<file path="config.mk">
export PLATFORM = sky130hd
export DESIGN_NAME = pkt_credit_arbiter
export DESIGN_NICKNAME = d
export VERILOG_FILES = /design/src/rtl/pkt_credit_arbiter.sv
export SDC_FILE = /design/constraint.sdc
export NUM_CORES = 1
export LEC_CHECK = 0
export CORE_ASPECT_RATIO = 0.8
export CORE_MARGIN = 2
export CORE_UTILIZATION = 23
export DETAILED_ROUTE_END_ITERATION = 10
export SLEW_MARGIN = 25
export SYNTH_ARGS = -nofsm -noshare
export SYNTH_HDL_FRONTEND = slang
export SYNTH_SLANG_ARGS = --single-unit
</file>
<file path="constraint.sdc">
create_clock -name clk -period 8.9 [get_ports clk]
set_clock_uncertainty 0.2 [all_clocks]
set_input_delay 0.89 -clock clk [delete_from_list [all_inputs] [get_ports clk]]
set_output_delay 0.89 -clock clk [all_outputs]
set_load 0.01 [all_outputs]
</file>
<file path="src/rtl/pkt_credit_arbiter.sv">
// -----------------------------------------------------------------------------
// pkt_credit_arbiter
// Five-port (N,E,W,S,L) packet arbiter with wormhole locking and downstream
// credit flow control. An IDLE/LOCKED FSM picks an owner round-robin. The owner
// keeps the crossbar until its tail flit is accepted. Each accepted flit
// consumes one credit.
//
// Ports
//   clk        : rising-edge clock
//   rst        : synchronous active-high reset
//   req[4:0]   : per-port flit valid (bit0=N, 1=E, 2=W, 3=S, 4=L)
//   tail[4:0]  : per-port tail flag, qualified by req
//   credit_in  : one credit returned by downstream
//   grant[4:0] : one-hot flit accept to the owner (combinational)
//   xbar_sel   : one-hot crossbar select of the current owner (registered)
//   valid_out  : flit forwarded downstream this cycle (|grant)
//   credit_cnt : available downstream credits
//   credit_err : sticky dropped-credit flag (only with PKT_ARB_CREDIT_ERR_EN)
//
// Build option: define PKT_ARB_CREDIT_ERR_EN to add the credit_err output.
// -----------------------------------------------------------------------------
module pkt_credit_arbiter #(
    parameter int unsigned CREDITS = 4
) (
    input  logic       clk,
    input  logic       rst,
    input  logic [4:0] req,
    input  logic [4:0] tail,
    input  logic       credit_in,
    output logic [4:0] grant,
    output logic [4:0] xbar_sel,
    output logic       valid_out,
    output logic [2:0] credit_cnt
`ifdef PKT_ARB_CREDIT_ERR_EN
    ,
    output logic       credit_err
`endif
);

    localparam int unsigned NPORT = 5;
    localparam int unsigned IDXW  = 3;
    localparam int unsigned CNTW  = 3;

    typedef enum logic {
        S_IDLE   = 1'b0,
        S_LOCKED = 1'b1
    } state_e;

    state_e            state_q, state_d;
    logic [IDXW-1:0]   ptr_q, ptr_d;
    logic [IDXW-1:0]   owner_q, owner_d;
    logic [CNTW-1:0]   credit_q, credit_d;
    logic [NPORT-1:0]  xbar_sel_q, xbar_sel_d;

    logic [NPORT-1:0]  owner_oh_c;
    logic [NPORT-1:0]  grant_c;
    logic              fwd_c;
    logic              drop_c;
    logic [IDXW-1:0]   pick_c;
    logic              pick_vld_c;

    assign owner_oh_c = NPORT'(1) << owner_q;

    // Round-robin pick: first requester at or above ptr, wrapping 4 -> 0.
    always_comb begin
        int unsigned idx;
        pick_c     = '0;
        pick_vld_c = 1'b0;
        idx        = 0;
        for (int unsigned i = 0; i < NPORT; i++) begin
            idx = 32'(ptr_q) + i;
            if (idx >= NPORT) begin
                idx = idx - NPORT;
            end
            if (!pick_vld_c && req[IDXW'(idx)]) begin
                pick_vld_c = 1'b1;
                pick_c     = IDXW'(idx);
            end
        end
    end

    // State and datapath registers.
    always_ff @(posedge clk) begin
        if (rst) begin
            state_q    <= S_IDLE;
            ptr_q      <= '0;
            owner_q    <= '0;
            credit_q   <= CNTW'(CREDITS);
            xbar_sel_q <= '0;
        end else begin
            state_q    <= state_d;
            ptr_q      <= ptr_d;
            owner_q    <= owner_d;
            credit_q   <= credit_d;
            xbar_sel_q <= xbar_sel_d;
        end
    end

    // Next-state: lock on a pick, release once the owner's tail is accepted.
    always_comb begin
        state_d = state_q;
        owner_d = owner_q;
        ptr_d   = ptr_q;
        case (state_q)
            S_IDLE: begin
                if (pick_vld_c) begin
                    state_d = S_LOCKED;
                    owner_d = pick_c;
                end
            end
            S_LOCKED: begin
                // grant_c only ever carries the owner bit.
                if (|(grant_c & tail)) begin
                    state_d = S_IDLE;
                    ptr_d   = (owner_q == IDXW'(NPORT - 1)) ? '0 : owner_q + IDXW'(1);
                end
            end
            default: state_d = S_IDLE;
        endcase
    end

    // Outputs: grant gated by owner req and credit; next crossbar select.
    always_comb begin
        grant_c    = '0;
        xbar_sel_d = '0;
        if (state_q == S_LOCKED && (|(req & owner_oh_c)) && credit_q != '0) begin
            grant_c = owner_oh_c;
        end
        if (state_d == S_LOCKED) begin
            xbar_sel_d = NPORT'(1) << owner_d;
        end
    end

    assign fwd_c  = |grant_c;
    // A returned credit with the counter already full and no flit leaving.
    assign drop_c = credit_in && !fwd_c && (credit_q == CNTW'(CREDITS));

    // Credit counter: simultaneous consume and return cancel out.
    always_comb begin
        credit_d = credit_q;
        if (fwd_c && !credit_in) begin
            credit_d = credit_q - CNTW'(1);
        end else if (credit_in && !fwd_c && !drop_c) begin
            credit_d = credit_q + CNTW'(1);
        end
    end

`ifdef PKT_ARB_CREDIT_ERR_EN
    logic credit_err_q;

    // Sticky until reset.
    always_ff @(posedge clk) begin
        if (rst) begin
            credit_err_q <= 1'b0;
        end else if (drop_c) begin
            credit_err_q <= 1'b1;
        end
    end

    assign credit_err = credit_err_q;
`endif

    assign grant      = grant_c;
    assign valid_out  = fwd_c;
    assign xbar_sel   = xbar_sel_q;
    assign credit_cnt = credit_q;

endmodule

</file>
==> flow_summary.toml <==
[critical_path]
crit_chain = "clkdlybuf4s50_1 > a22oi_1 > o21ai_0 > o311ai_1 > nor2_1 > and2_1 > clkdlybuf4s50_1"
crit_required_ps = 7810
crit_path_end_kind = "output port"
crit_family = "buffers and inverters"
path_max_fanout = 12
criticalPathCategory = "in2out"
slowest_stage = "clkdlybuf4s50_1"
crit_top_cell = "clkdlybuf4s50_1"
cp.buffers_inverters = 2
cp_data_arrival_time_ps = 3210
crit_path_start_kind = "input port"
cpPeakStageDelay_ps = 740

[yosys]
synth_fp_nets = 285
synthArstFlopShare_pct = 0
synthFlopType = "dfxtp_1"
ys_warn_count = 0
netlist_instances = 257
synth_cell_types = 77
synthesis.area_um2 = 2060
synth.yosys.seq_area_share_pct = 14.6
synth_edf_count = 0
synth.avg_cell_area_um2 = 8.03
ys_ff_latch = 15

[run]
drv_cap = 0

[sta]
clock.fmax_mhz = 232
slew_headroom_pct = 39.7
hold_viol_final = 0
final_max_slew_viol_count = 0
fin_crit_ps = 4300
rsz0062_at_grt = "no"
period_share_pct = 48.4
tightest_slew_ps = 891
setup_viol = 0
tns_ps = 0

[clocking]
clockBufferDepth = 2
worstSkewPairLatency_ps = 240
cts_hold_buf = 0
clock-sinks = 15
htree_levels = 1
post_cts_buffers = 0
clk_pin_slew_worst_paths_ps = 60
cts_buffers = 3
cts_tree = "yes"
root_buffer = "clkbuf_8"
post_cts_resized = 0

[finish]
nets = 301
diodes = 0
areaGrowthSynthToFinish_pct = 17.5
design_area_um2 = 2420
drive_gt1_share_pct = 12.9

[placement]
place_congestion = 0.859
port_buffers = 26
dp_hpwl_um = 4280
placed_area_um2 = 2380

[power]
pwr-share-seq_pct = 20.6
ir_drop_mv = 0.0512
p_int_mw = 0.248
p_leak_nw = 0.873
power.density_nw_per_um2 = 191
sw_frac_of_total_pct = 46.5
clkPwrFrac_pct = 11.6
p_comb_share_pct = 67.8
switchingPower_mw = 0.215

[drt]
drt_iter0_drc = 181
top_layer_used = "met3"
vias = 1985
dr_wl_met3_um = 285
via_per_inst = 5.17
ant_nets = 0
dr_wl_met2_um = 2590
met1_length_um = 2600
drc_errors = 0
wl_per_cell_um = 14.3
wl_um = 5480
dr.pass1.iters = 4

[status]
status = "finished, final reports clean"

[grt]
track_usage_pct = 11.4
antenna_found_initial = 0
grt_pass1_wl_um = 9130
grt_max_degree = 35
grt_overflow = 0
grt_pass1_vias = 1851

[die]
core_area_um2 = 8600
die_h_um = 88.7
num_io_pins = 27
dieArea_um2 = 9750
rows = 30
start_util_pct = 24.0
die_w_um = 110

[hold_path]
hp-class = "reg2reg"
## area by class of cell
class	instances	area, µm²
clock buffers	3	41.3
clock inverters	1	5.00
fillers	903	6170
inverters	20	75.1
multi-input cells	206	1600
flip-flops and latches	15	300
well taps	112	140
repair buffers	27	268
## worst paths after layout
path,startpoint,slack (ps),cells after the start,endpoint
max,req[1],4600,7,grant[1]
min,credit_cnt[0]$_SDFFE_PP0P_,410,1,credit_cnt[0]$_SDFFE_PP0P_
max reg2reg,ptr_q[1]$_SDFFE_PP0P_,4720,11,xbar_sel[3]$_SDFF_PP0_
min reg2reg,credit_cnt[0]$_SDFFE_PP0P_,410,1,credit_cnt[0]$_SDFFE_PP0P_
## per-layer routing
metal | vias up | global-route usage, %
li1 | 982 | -
met1 | 944 | 15.9
met2 | 59 | 19.8
met3 | 0 | 0.663
met4 | 0 | 1.84
met5 | - | 0
## cell usage in the layout (no fill, tap or decap), types with 3 or more instances in the layout
cell             count
a21o_1               3
clkdlybuf4s50_1     26
ha_1                13
nand3_1              5
nor3b_1              4
nor2b_1              5
inv_1               19
nand2b_1             8
o31ai_1              4
nor3_1               4
mux4_2               3
nor2_1              20
nand2_1             21
and2_1               6
mux2_2               5
a211oi_1             7
dfxtp_1             15
nand4_1              3
clkbuf_8             3
nand3b_1             4
a21oi_1             17
mux2i_1              3
o21ai_0             12
## through the flow
stage	hold slack (ps)	setup WS, ps	utilization, %	total power, mW	cells
3_5_place_dp	399	4590	27.7	0.410	380
4_1_cts	416	4580	28.2	0.465	384
5_1_grt	442	4370	28.2	0.503	384
2_1_floorplan	368	5520	-	0.330	257
3_3_place_gp	388	4710	27.7	0.406	380
6_report	411	4600	28.2	0.463	384
## synth_stat cells, drive strengths merged (6+ instances only)
cell | count | share of area [%]
nor2b | 6 | 2.2
a21oi | 18 | 4.5
inv | 20 | 3.6
o21ai | 15 | 4.0
buf | 11 | 3.6
nand2 | 22 | 4.1
and2 | 6 | 1.8
nor2 | 21 | 3.9
a211oi | 7 | 2.5
nand2b | 8 | 2.4
ha | 13 | 7.9
dfxtp | 15 | 15
## sequential cells by signal (all words and copies together), names as in the netlist
signal	flops
credit_cnt	3
owner_q	3
ptr_q	3
state_q	1
xbar_sel	5
## power groups by stage
| stage | Combinational (mW) | Clock [mW] | Sequential (mW) |
|---|---|---|---|
| 2_1_floorplan | 0.233 | 0 | 0.0968 |
| 3_3_place_gp | 0.309 | 0 | 0.0970 |
| 3_5_place_dp | 0.312 | 0 | 0.0972 |
| 4_1_cts | 0.313 | 0.0554 | 0.0958 |
| 5_1_grt | 0.346 | 0.0587 | 0.0978 |
| 6_report | 0.314 | 0.0538 | 0.0954 |
## kinds of logic (layout without fill, tap and decap cells)
kind of cell	after synthesis	in the layout	synth area share, %
and+or+nand+nor	99	99	29.1
adders and majority gates	15	15	9.82
buffers and inverters	36	51	8.13
muxes	12	12	8.73
AOI/OAI and AO/OA	78	78	28.8
xor gates and xnor gates	2	2	0.849
DFF	15	15	14.6
## worst register-to-register path: stages (launching register included)
cell and delay (ps):
dfxtp_1 780, inv_1 300, ha_1 330, ha_1 430, a21oi_2 310, nand4b_1 160
nand4_1 130, o31a_1 430, o31ai_1 300, a2bb2oi_1 140, o31a_2 340, nor4_2 250
Power figures use the tool's default switching activity.
